===== config.mk =====
export PLATFORM = sky130hd
export DESIGN_NAME = sysid_regs
export DESIGN_NICKNAME = d
export VERILOG_FILES = /design/src/rtl/sysid_pkg.sv /design/src/rtl/sysid_uptime_counter.sv /design/src/rtl/sysid_regs.sv
export SDC_FILE = /design/constraint.sdc
export NUM_CORES = 1
export LEC_CHECK = 0
export ABC_AREA = 1
export CORE_ASPECT_RATIO = 1.4
export CORE_MARGIN = 5
export CORE_UTILIZATION = 25
export CTS_CLUSTER_DIAMETER = 40
export DETAILED_ROUTE_END_ITERATION = 7
export MAX_ROUTING_LAYER = met4
export SYNTH_ARGS = -nofsm -noshare
export SYNTH_HDL_FRONTEND = slang
export SYNTH_SLANG_ARGS = --single-unit

===== constraint.sdc =====
create_clock -name clock -period 0.8 [get_ports clock]
set_clock_uncertainty 0.05 [all_clocks]
set_input_delay 0.2 -clock clock [delete_from_list [all_inputs] [get_ports clock]]
set_output_delay 0.2 -clock clock [all_outputs]
set_load 0.1 [all_outputs]

===== src/rtl/sysid_pkg.sv =====
// Shared definitions for the system-identification peripheral:
// word addresses, CTRL bit positions and the uptime value type.
package sysid_pkg;

    localparam logic [2:0] ADDR_ID        = 3'd0;
    localparam logic [2:0] ADDR_TIMESTAMP = 3'd1;
    localparam logic [2:0] ADDR_UPTIME_LO = 3'd2;
    localparam logic [2:0] ADDR_UPTIME_HI = 3'd3;
    localparam logic [2:0] ADDR_SCRATCH   = 3'd4;
    localparam logic [2:0] ADDR_CLK_FREQ  = 3'd5;
    localparam logic [2:0] ADDR_CTRL      = 3'd6;
    localparam logic [2:0] ADDR_RSVD      = 3'd7;

    localparam int CTRL_CLEAR  = 0;
    localparam int CTRL_FREEZE = 1;

    typedef logic [63:0] uptime_t;

    // Merge new write data into an old word, lane by lane.
    function automatic logic [31:0] merge_bytes(input logic [31:0] oldWord,
                                                input logic [31:0] newWord,
                                                input logic [3:0]  be);
        logic [31:0] result;
        result = oldWord;
        for (int i = 0; i < 4; i++) begin
            if (be[i]) begin
                result[i*8 +: 8] = newWord[i*8 +: 8];
            end
        end
        return result;
    endfunction

endpackage


===== src/rtl/sysid_uptime_counter.sv =====
// Free-running 64-bit uptime counter with a high-word shadow that is
// captured whenever the low word is read, so a LO-then-HI read pair is
// coherent. Only present when SYSID_UPTIME_EN is defined.
`ifdef SYSID_UPTIME_EN
module sysid_uptime_counter
    import sysid_pkg::*;
(
    input  logic        clock,
    input  logic        reset_n,
    input  logic        clear,
    input  logic        freeze,
    input  logic        snap,
    output logic [31:0] lo,
    output logic [31:0] hi_shadow
);

    uptime_t     count_q;
    uptime_t     count_d;
    logic [31:0] shadow_q;

    // Clear wins over freeze so a combined write leaves the counter zeroed and held.
    always_comb begin
        count_d = count_q;
        if (clear) begin
            count_d = '0;
        end else if (!freeze) begin
            count_d = count_q + 64'd1;
        end
    end

    // Counter and shadow state; the shadow only moves on a low-word read.
    always_ff @(posedge clock or negedge reset_n) begin
        if (!reset_n) begin
            count_q  <= '0;
            shadow_q <= '0;
        end else begin
            count_q <= count_d;
            if (snap) begin
                shadow_q <= count_q[63:32];
            end
        end
    end

    assign lo        = count_q[31:0];
    assign hi_shadow = shadow_q;

endmodule
`endif


===== src/rtl/sysid_regs.sv =====
// Avalon-MM system-identification slave with fixed read latency 1.
// Optional uptime counter / CTRL register enabled by macro SYSID_UPTIME_EN;
// without it words 2, 3 and 6 read 0 and ignore writes.
module sysid_regs
    import sysid_pkg::*;
#(
    parameter logic [31:0] SYSTEM_ID     = 32'h0000_0000,
    parameter logic [31:0] TIMESTAMP     = 32'h5148_F2F9,
    parameter logic [31:0] CLK_FREQ_HZ   = 32'd50_000_000,
    parameter logic [31:0] SCRATCH_RESET = 32'h0000_0000
) (
    input  logic        clock,
    input  logic        reset_n,
    input  logic [2:0]  address,
    input  logic        read,
    input  logic        write,
    input  logic [31:0] writedata,
    input  logic [3:0]  byteenable,
    output logic [31:0] readdata,
    output logic        readdatavalid
);

    logic        wrEn;
    logic [31:0] scratch_q;
    logic [31:0] scratch_d;
    logic [31:0] readdata_q;
    logic [31:0] readdata_d;
    logic        readdatavalid_q;

    // A read in the same cycle takes the bus; the write is dropped.
    assign wrEn = write && !read;

`ifdef SYSID_UPTIME_EN
    logic        freeze_q;
    logic        ctrlWr;
    logic        clearPulse;
    logic        snap;
    logic [31:0] uptimeLo;
    logic [31:0] uptimeHi;
    logic [31:0] ctrlRead;

    assign ctrlWr     = wrEn && (address == ADDR_CTRL) && byteenable[0];
    assign clearPulse = ctrlWr && writedata[CTRL_CLEAR];
    assign snap       = read && (address == ADDR_UPTIME_LO);

    sysid_uptime_counter u_uptime (
        .clock     (clock),
        .reset_n   (reset_n),
        .clear     (clearPulse),
        .freeze    (freeze_q),
        .snap      (snap),
        .lo        (uptimeLo),
        .hi_shadow (uptimeHi)
    );

    // FREEZE is the only stored CTRL bit; CLEAR acts as a one-cycle pulse.
    always_ff @(posedge clock or negedge reset_n) begin
        if (!reset_n) begin
            freeze_q <= 1'b0;
        end else if (ctrlWr) begin
            freeze_q <= writedata[CTRL_FREEZE];
        end
    end

    // CTRL readback exposes FREEZE only; CLEAR and upper bits read 0.
    always_comb begin
        ctrlRead              = '0;
        ctrlRead[CTRL_FREEZE] = freeze_q;
    end
`endif

    // Scratch next value with per-lane write enables.
    always_comb begin
        scratch_d = scratch_q;
        if (wrEn && (address == ADDR_SCRATCH)) begin
            scratch_d = merge_bytes(scratch_q, writedata, byteenable);
        end
    end

    // Read mux; data is forced to 0 when no read is accepted.
    always_comb begin
        readdata_d = '0;
        if (read) begin
            case (address)
                ADDR_ID:        readdata_d = SYSTEM_ID;
                ADDR_TIMESTAMP: readdata_d = TIMESTAMP;
`ifdef SYSID_UPTIME_EN
                ADDR_UPTIME_LO: readdata_d = uptimeLo;
                ADDR_UPTIME_HI: readdata_d = uptimeHi;
                ADDR_CTRL:      readdata_d = ctrlRead;
`endif
                ADDR_SCRATCH:   readdata_d = scratch_q;
                ADDR_CLK_FREQ:  readdata_d = CLK_FREQ_HZ;
                default:        readdata_d = '0;
            endcase
        end
    end

    // Registered scratch and read response; reset discards any pending response.
    always_ff @(posedge clock or negedge reset_n) begin
        if (!reset_n) begin
            scratch_q       <= SCRATCH_RESET;
            readdata_q      <= '0;
            readdatavalid_q <= 1'b0;
        end else begin
            scratch_q       <= scratch_d;
            readdata_q      <= readdata_d;
            readdatavalid_q <= read;
        end
    end

    assign readdata      = readdata_q;
    assign readdatavalid = readdatavalid_q;

endmodule


==> results of run 1 <==
==> cell usage after synthesis <==
library cell	n	area share [%]
inv_1	10	1.5
o21ai_0	7	1.4
nand4_1	32	7.9
nand2_2	1	0.25
buf_2	5	0.99
nor2_2	2	0.50
nand2_1	84	13
nand3b_1	1	0.30
clkbuf_1	6	0.89
dfrtp_1	65	65
nand4_2	4	2.0
a21oi_1	9	1.8
buf_4	3	0.89
nand3_1	2	0.40
nor2_4	1	0.45
clkinv_1	1	0.15
nor2_1	21	3.1
buf_6	1	0.45
==> layout make-up <==
type	count	share of cell area, %
multi-input cells	164	20.0
clock buffers	14	5.70
clock inverters	2	0.729
inverters	11	1.04
repair buffers	111	32.7
flip-flops and latches	65	36.4
well taps	135	3.51
==> flip-flops by register name (all words and copies together), names as in the netlist <==
register	count
readdatavalid	1
readdata	32
scratch_q	32
==> power by group through the flow <==
stage	logic (mW)	registers (mW)	clock network [mW]
5_1_grt	1.96	3.99	4.23
4_1_cts	1.75	3.92	4.09
3_5_place_dp	1.58	3.95	0
2_1_floorplan	0.464	4.28	0
6_report	1.82	3.96	4.01
3_3_place_gp	1.55	3.94	0
==> cells by family after synthesis <==
kind of cell / Yosys count
simple gates: 148
flops: 65
buf+inv: 26
compound gates: 16
==> metrics by stage <==
step	setup TNS (ps)	utilization, %	instances	instance area (um2)
after floorplan	-6450	-	255	2690
after global routing	-17190	48.6	502	4810
after CTS	-17660	47.3	502	4680
after detailed placement	-51340	40.8	469	4040
after global placement	-50020	40.8	469	4040
final	-14880	48.6	502	4810
==> worst max path at each step <==
stage                    endpoint  cells after the start    startpoint  slack (ps)
finish               readdata[24]                      1  readdata[24]        -440
global route         readdata[24]                      1  readdata[24]        -460
CTS                  readdata[24]                      1  readdata[24]        -450
detailed placement  scratch_q[26]                      5          read        -900
global placement    scratch_q[28]                      5          read        -830
floorplan           scratch_q[10]                      5    address[0]        -160
==> layout by cell type, fill, tap and decap left out, drive strengths merged <==
cell | Yosys | final
buf | 9 | 73
clkinv | 1 | 3
nor2 | 24 | 24
nand3b | 1 | 1
nand2 | 85 | 85
dlygate4sd2 | 0 | 4
a21oi | 9 | 9
dlygate4sd3 | 0 | 2
nand3 | 2 | 2
inv | 10 | 8
clkdlybuf4s50 | 0 | 32
clkinvlp | 0 | 1
nand4 | 36 | 36
bufinv | 0 | 1
o21ai | 7 | 7
clkbuf | 6 | 14
dfrtp | 65 | 65
==> routing by layer <==
metal	GRT usage, %	vias to the layer above	wire length (um)
met5	-	-	0
met4	6.12	0	174
met3	3.39	12	439
met2	21.0	80	3910
met1	17.0	1071	3020
li1	-	1066	-
==> what timing repair did <==
item	CTS	global route
resized for setup	60	47
pin swaps	36	18
hold buffers	1	1
gates cloned	4	0
endpoints found under the setup margin	97	86
buffers inserted	13	1
hold endpoints to repair	65	1
==> results.ini, run 1 <==
[logic_synthesis]
synthAdderAreaFrac_pct = 0
syn_nets = 298
synth_area_per_cell_um2 = 9.89
synth_xor_area_share_pct = 0
ys_seq_elements = 65
ys_seq_area_share_pct = 64.5
synth_cells = 255
synth_mux_area_share_pct = 0
synth_compound_area_share_pct = 3.18
yosys.cell_types.count = 18
synth_top_family_by_area = simple AND/OR/NAND/NOR gates
synth-simple-area-share_pct = 27.4
synth.yosys.warnings = 0
synth_area_um2 = 2520

[run_status]
status = finished with violations
violations = negative setup slack

[drt]
drtIter0Drc = 150
wl_per_cell_um = 15.0
post_drt_via_cell_ratio = 4.44
drc = 0
ant_nets = 0
first_pass_iters = 4
drt_wl_total_um = 7550
via_count = 2229

[timing]
finalSetupViolCount = 59
final_hold_viol_count = 0
min_period_ps = 1240
clock.fmax_ghz = 0.808
finalCritPeriodShare_pct = 155
maxSlewViolCount = 0
rsz0062_at_grt = true
worst_pin_slew_ps = 380
slew_headroom_pct = 74.5
fin_ws_ps = -438
whs_ps = 238

[cts]
numCtsBuffers = 9
clock-sinks = 65
cts.path.max_buffers = 2
clk_latency_ps = 320
cts_tree = built
clk_pin_slew_ps = 50
clock-root-buffer = clkbuf_16
cts_max_level = 3

[floorplan]
io_pins = 76
fp.dieArea_um2 = 12200
die_y_um = 129
rows = 43
core-area_um2 = 9900
start_util_pct = 25.5
die_w_um = 94.9

[setup_path]
worst-r2r-cell-count = 2
start_kind = flop
slowest_stage = dfrtp_4
worstPathCellList = buf_12
timing.rr.start = scratch_q[30]
rr_endpoint = readdata[30]
cp.arrival_ps = 990
required_ps = 550
cp_max_fo = 1
path_delay_family = flip-flops
cpPeakStageDelay_ps = 490
crit_buf_inv = 1
cp-end-kind = output port
rrSetupSlack_ps = 60
path_class = reg2out

[place]
place.gp.congestion = 0.767
portBuffers = 75
pre_cts_ws_ps = -901
dp_hpwl_um = 5100

[pwr]
power_frac_comb_pct = 18.6
ir_drop_mv = 1.17
switching_share_pct = 26.8
leakagePower_nw = 2.13
power_density_nw_per_um2 = 2040
p_int_mw = 7.16
power_mw = 9.79
power.share.clock_pct = 41.0
p_sw_mw = 2.63
seq_power_share_pct = 40.4

[worst_hold_path]
hold_start = address[1]
holdPathEnd = scratch_q[8]
hold_depth = 5
hp-class = in2reg

[layout]
nNetsFinal = 405
drive_above_1_share_pct = 46.3
diodes = 0
synthToLayoutAreaGrowth_pct = 90.7
multi_input_area_um2 = 962
fillerInstances = 895
seq_area_um2 = 1750

[global_route]
grt_max_degree = 39
grt_usage_pct = 13.7
antenna_found_initial = 0
grt_overflow = 0
grt_pass1_vias = 2333
grt_pass1_wl_um = 12300

[flow_run]
drv_cap = 0

Note: power is estimated with default switching activity, not from simulation.
==> inputs of run 2 (changes only) <==
CELL_PAD_IN_SITES_DETAIL_PLACEMENT = 0   (was not set)
CELL_PAD_IN_SITES_GLOBAL_PLACEMENT = 2   (was not set)
PLACE_DENSITY_LB_ADDON = 0.1   (was not set)
==> results.ini, run 2 (synthesis gave the netlist of run 1 again) <==
[place]
place.gp.congestion = 0.763
dp_hpwl_um = 5300
placedCellCount = 471
placed_area_um2 = 4060
portBuffers = 75

[floorplan]
rows = 43
die_y_um = 129
start_util_pct = 25.5
core-area_um2 = 9900
fp.dieArea_um2 = 12200
io_pins = 76
die_w_um = 94.9

[cts]
clk_pin_slew_ps = 50
clock-sinks = 65
clock-root-buffer = clkbuf_16
cts_tree = built
clk_latency_ps = 330
cts_max_level = 3
numCtsBuffers = 9
cts.path.max_buffers = 2

[setup_path]
path_class = reg2out
cp-end-kind = output port
cpPeakStageDelay_ps = 490
cp.arrival_ps = 990
required_ps = 550
worstPathCellList = buf_12
start_kind = flop
slowest_stage = dfrtp_4
cp_max_fo = 1
path_delay_family = flip-flops
crit_buf_inv = 1

[drt]
ant_nets = 0
post_drt_via_cell_ratio = 4.36
via_count = 2176
drtIter0Drc = 100
first_pass_iters = 5
drt_wl_total_um = 8150
drc = 0
wl_per_cell_um = 16.3

[pwr]
leakagePower_nw = 2.13
ir_drop_mv = 1.05
power_density_nw_per_um2 = 1990
power_mw = 9.35

[timing]
finalSetupViolCount = 40
final.setup.tns_ps = -14140
maxSlewViolCount = 0
slew_headroom_pct = 82.3
min_period_ps = 1240
fin_ws_ps = -444
final_hold_viol_count = 0
clock.fmax_ghz = 0.804
worst_pin_slew_ps = 264
rsz0062_at_grt = true
finalCritPeriodShare_pct = 156

[flow_run]
drv_cap = 0

[global_route]
grt_pass1_vias = 2350
grt_max_degree = 46
grt_pass1_wl_um = 12700
grt_overflow = 0
antenna_found_initial = 0
grt_usage_pct = 14.5

[layout]
final_common_cell = nand2_1
final_cells = 499
fillerInstances = 943
final_area_um2 = 4710
post-route-util_pct = 47.5
nNetsFinal = 402
layout_common_cells = nand2_1 (67), buf_12 (42)
diodes = 0
synthToLayoutAreaGrowth_pct = 86.7
drive_above_1_share_pct = 42.3

[run_status]
violations = negative setup slack
status = finished with violations

[worst_hold_path]
hp-class = in2reg

==> run 2: layer usage <==
layer / vias up / track usage (%) / part of all wire [%]
li1: 1054 / - / -
met1: 1054 / 17.8 / 44
met2: 53 / 22.8 / 50
met3: 15 / 3.27 / 3.8
met4: 0 / 6.46 / 2.4
met5: - / - / 0
==> run 2: area by class of cell <==
cell class | count | area [um2] | area share [%]
multi-input combinational | 164 | 938 | 19.9
clock buffer | 13 | 260 | 5.53
inverter | 11 | 50.0 | 1.06
timing repair buffer | 108 | 1530 | 32.4
sequential | 65 | 1750 | 37.1
clock inverter | 3 | 15.0 | 0.319
tap | 135 | 169 | 3.59
==> run 2: report_power, final <==
group	total (mW)	switching (mW)	internal (mW)
combinational	1.75	0.983	0.769
clock	3.65	1.40	2.25
sequential	3.95	0.266	3.68
==> run 2: path summary, 6_finish.rpt <==
path | start | to | slack (ps) | depth (start not counted)
worst min-delay path | read | readdata[0] | 220 | 4
worst max register to register | scratch_q[9] | readdata[9] | 60 | 2
worst min register to register | scratch_q[21] | scratch_q[21] | 420 | 2
min in group asynchronous | reset_n | readdata[8] | 410 | 3
max in group asynchronous | reset_n | readdata[27] | 110 | 3
worst max-delay path | readdata[4] | readdata[4] | -440 | 1
==> run 2: metrics by stage <==
| step | setup slack [ps] | hold WS [ps] |
|---|---|---|
| 2_1_floorplan | -158 | -146 |
| 3_3_place_gp | -849 | 150 |
| 3_5_place_dp | -875 | 144 |
| 4_1_cts | -452 | 107 |
| 5_1_grt | -470 | 232 |
| 6_report | -444 | 223 |
==> run 2: what timing repair did <==
action | CTS | global route
cloned | 5 | 1
endpoints found under the hold margin | 65 | 1
buffers inserted | 6 | 1
hold buffers | 1 | 1
resized for setup | 54 | 32
endpoints found under the setup margin | 97 | 89
pin swaps | 12 | 22
==> inputs of run 3 (changes only) <==
ABC_CLOCK_PERIOD_IN_PS = 800   (was not set)
CTS_CLUSTER_DIAMETER = 150   (was 40)
SYNTH_HIERARCHICAL = 1   (was not set)
==> results of run 3 <==
The final DEF is identical to that of run 2; final timing and power are the same.
Among the figures that moved: Yosys warning count 0 -> 6
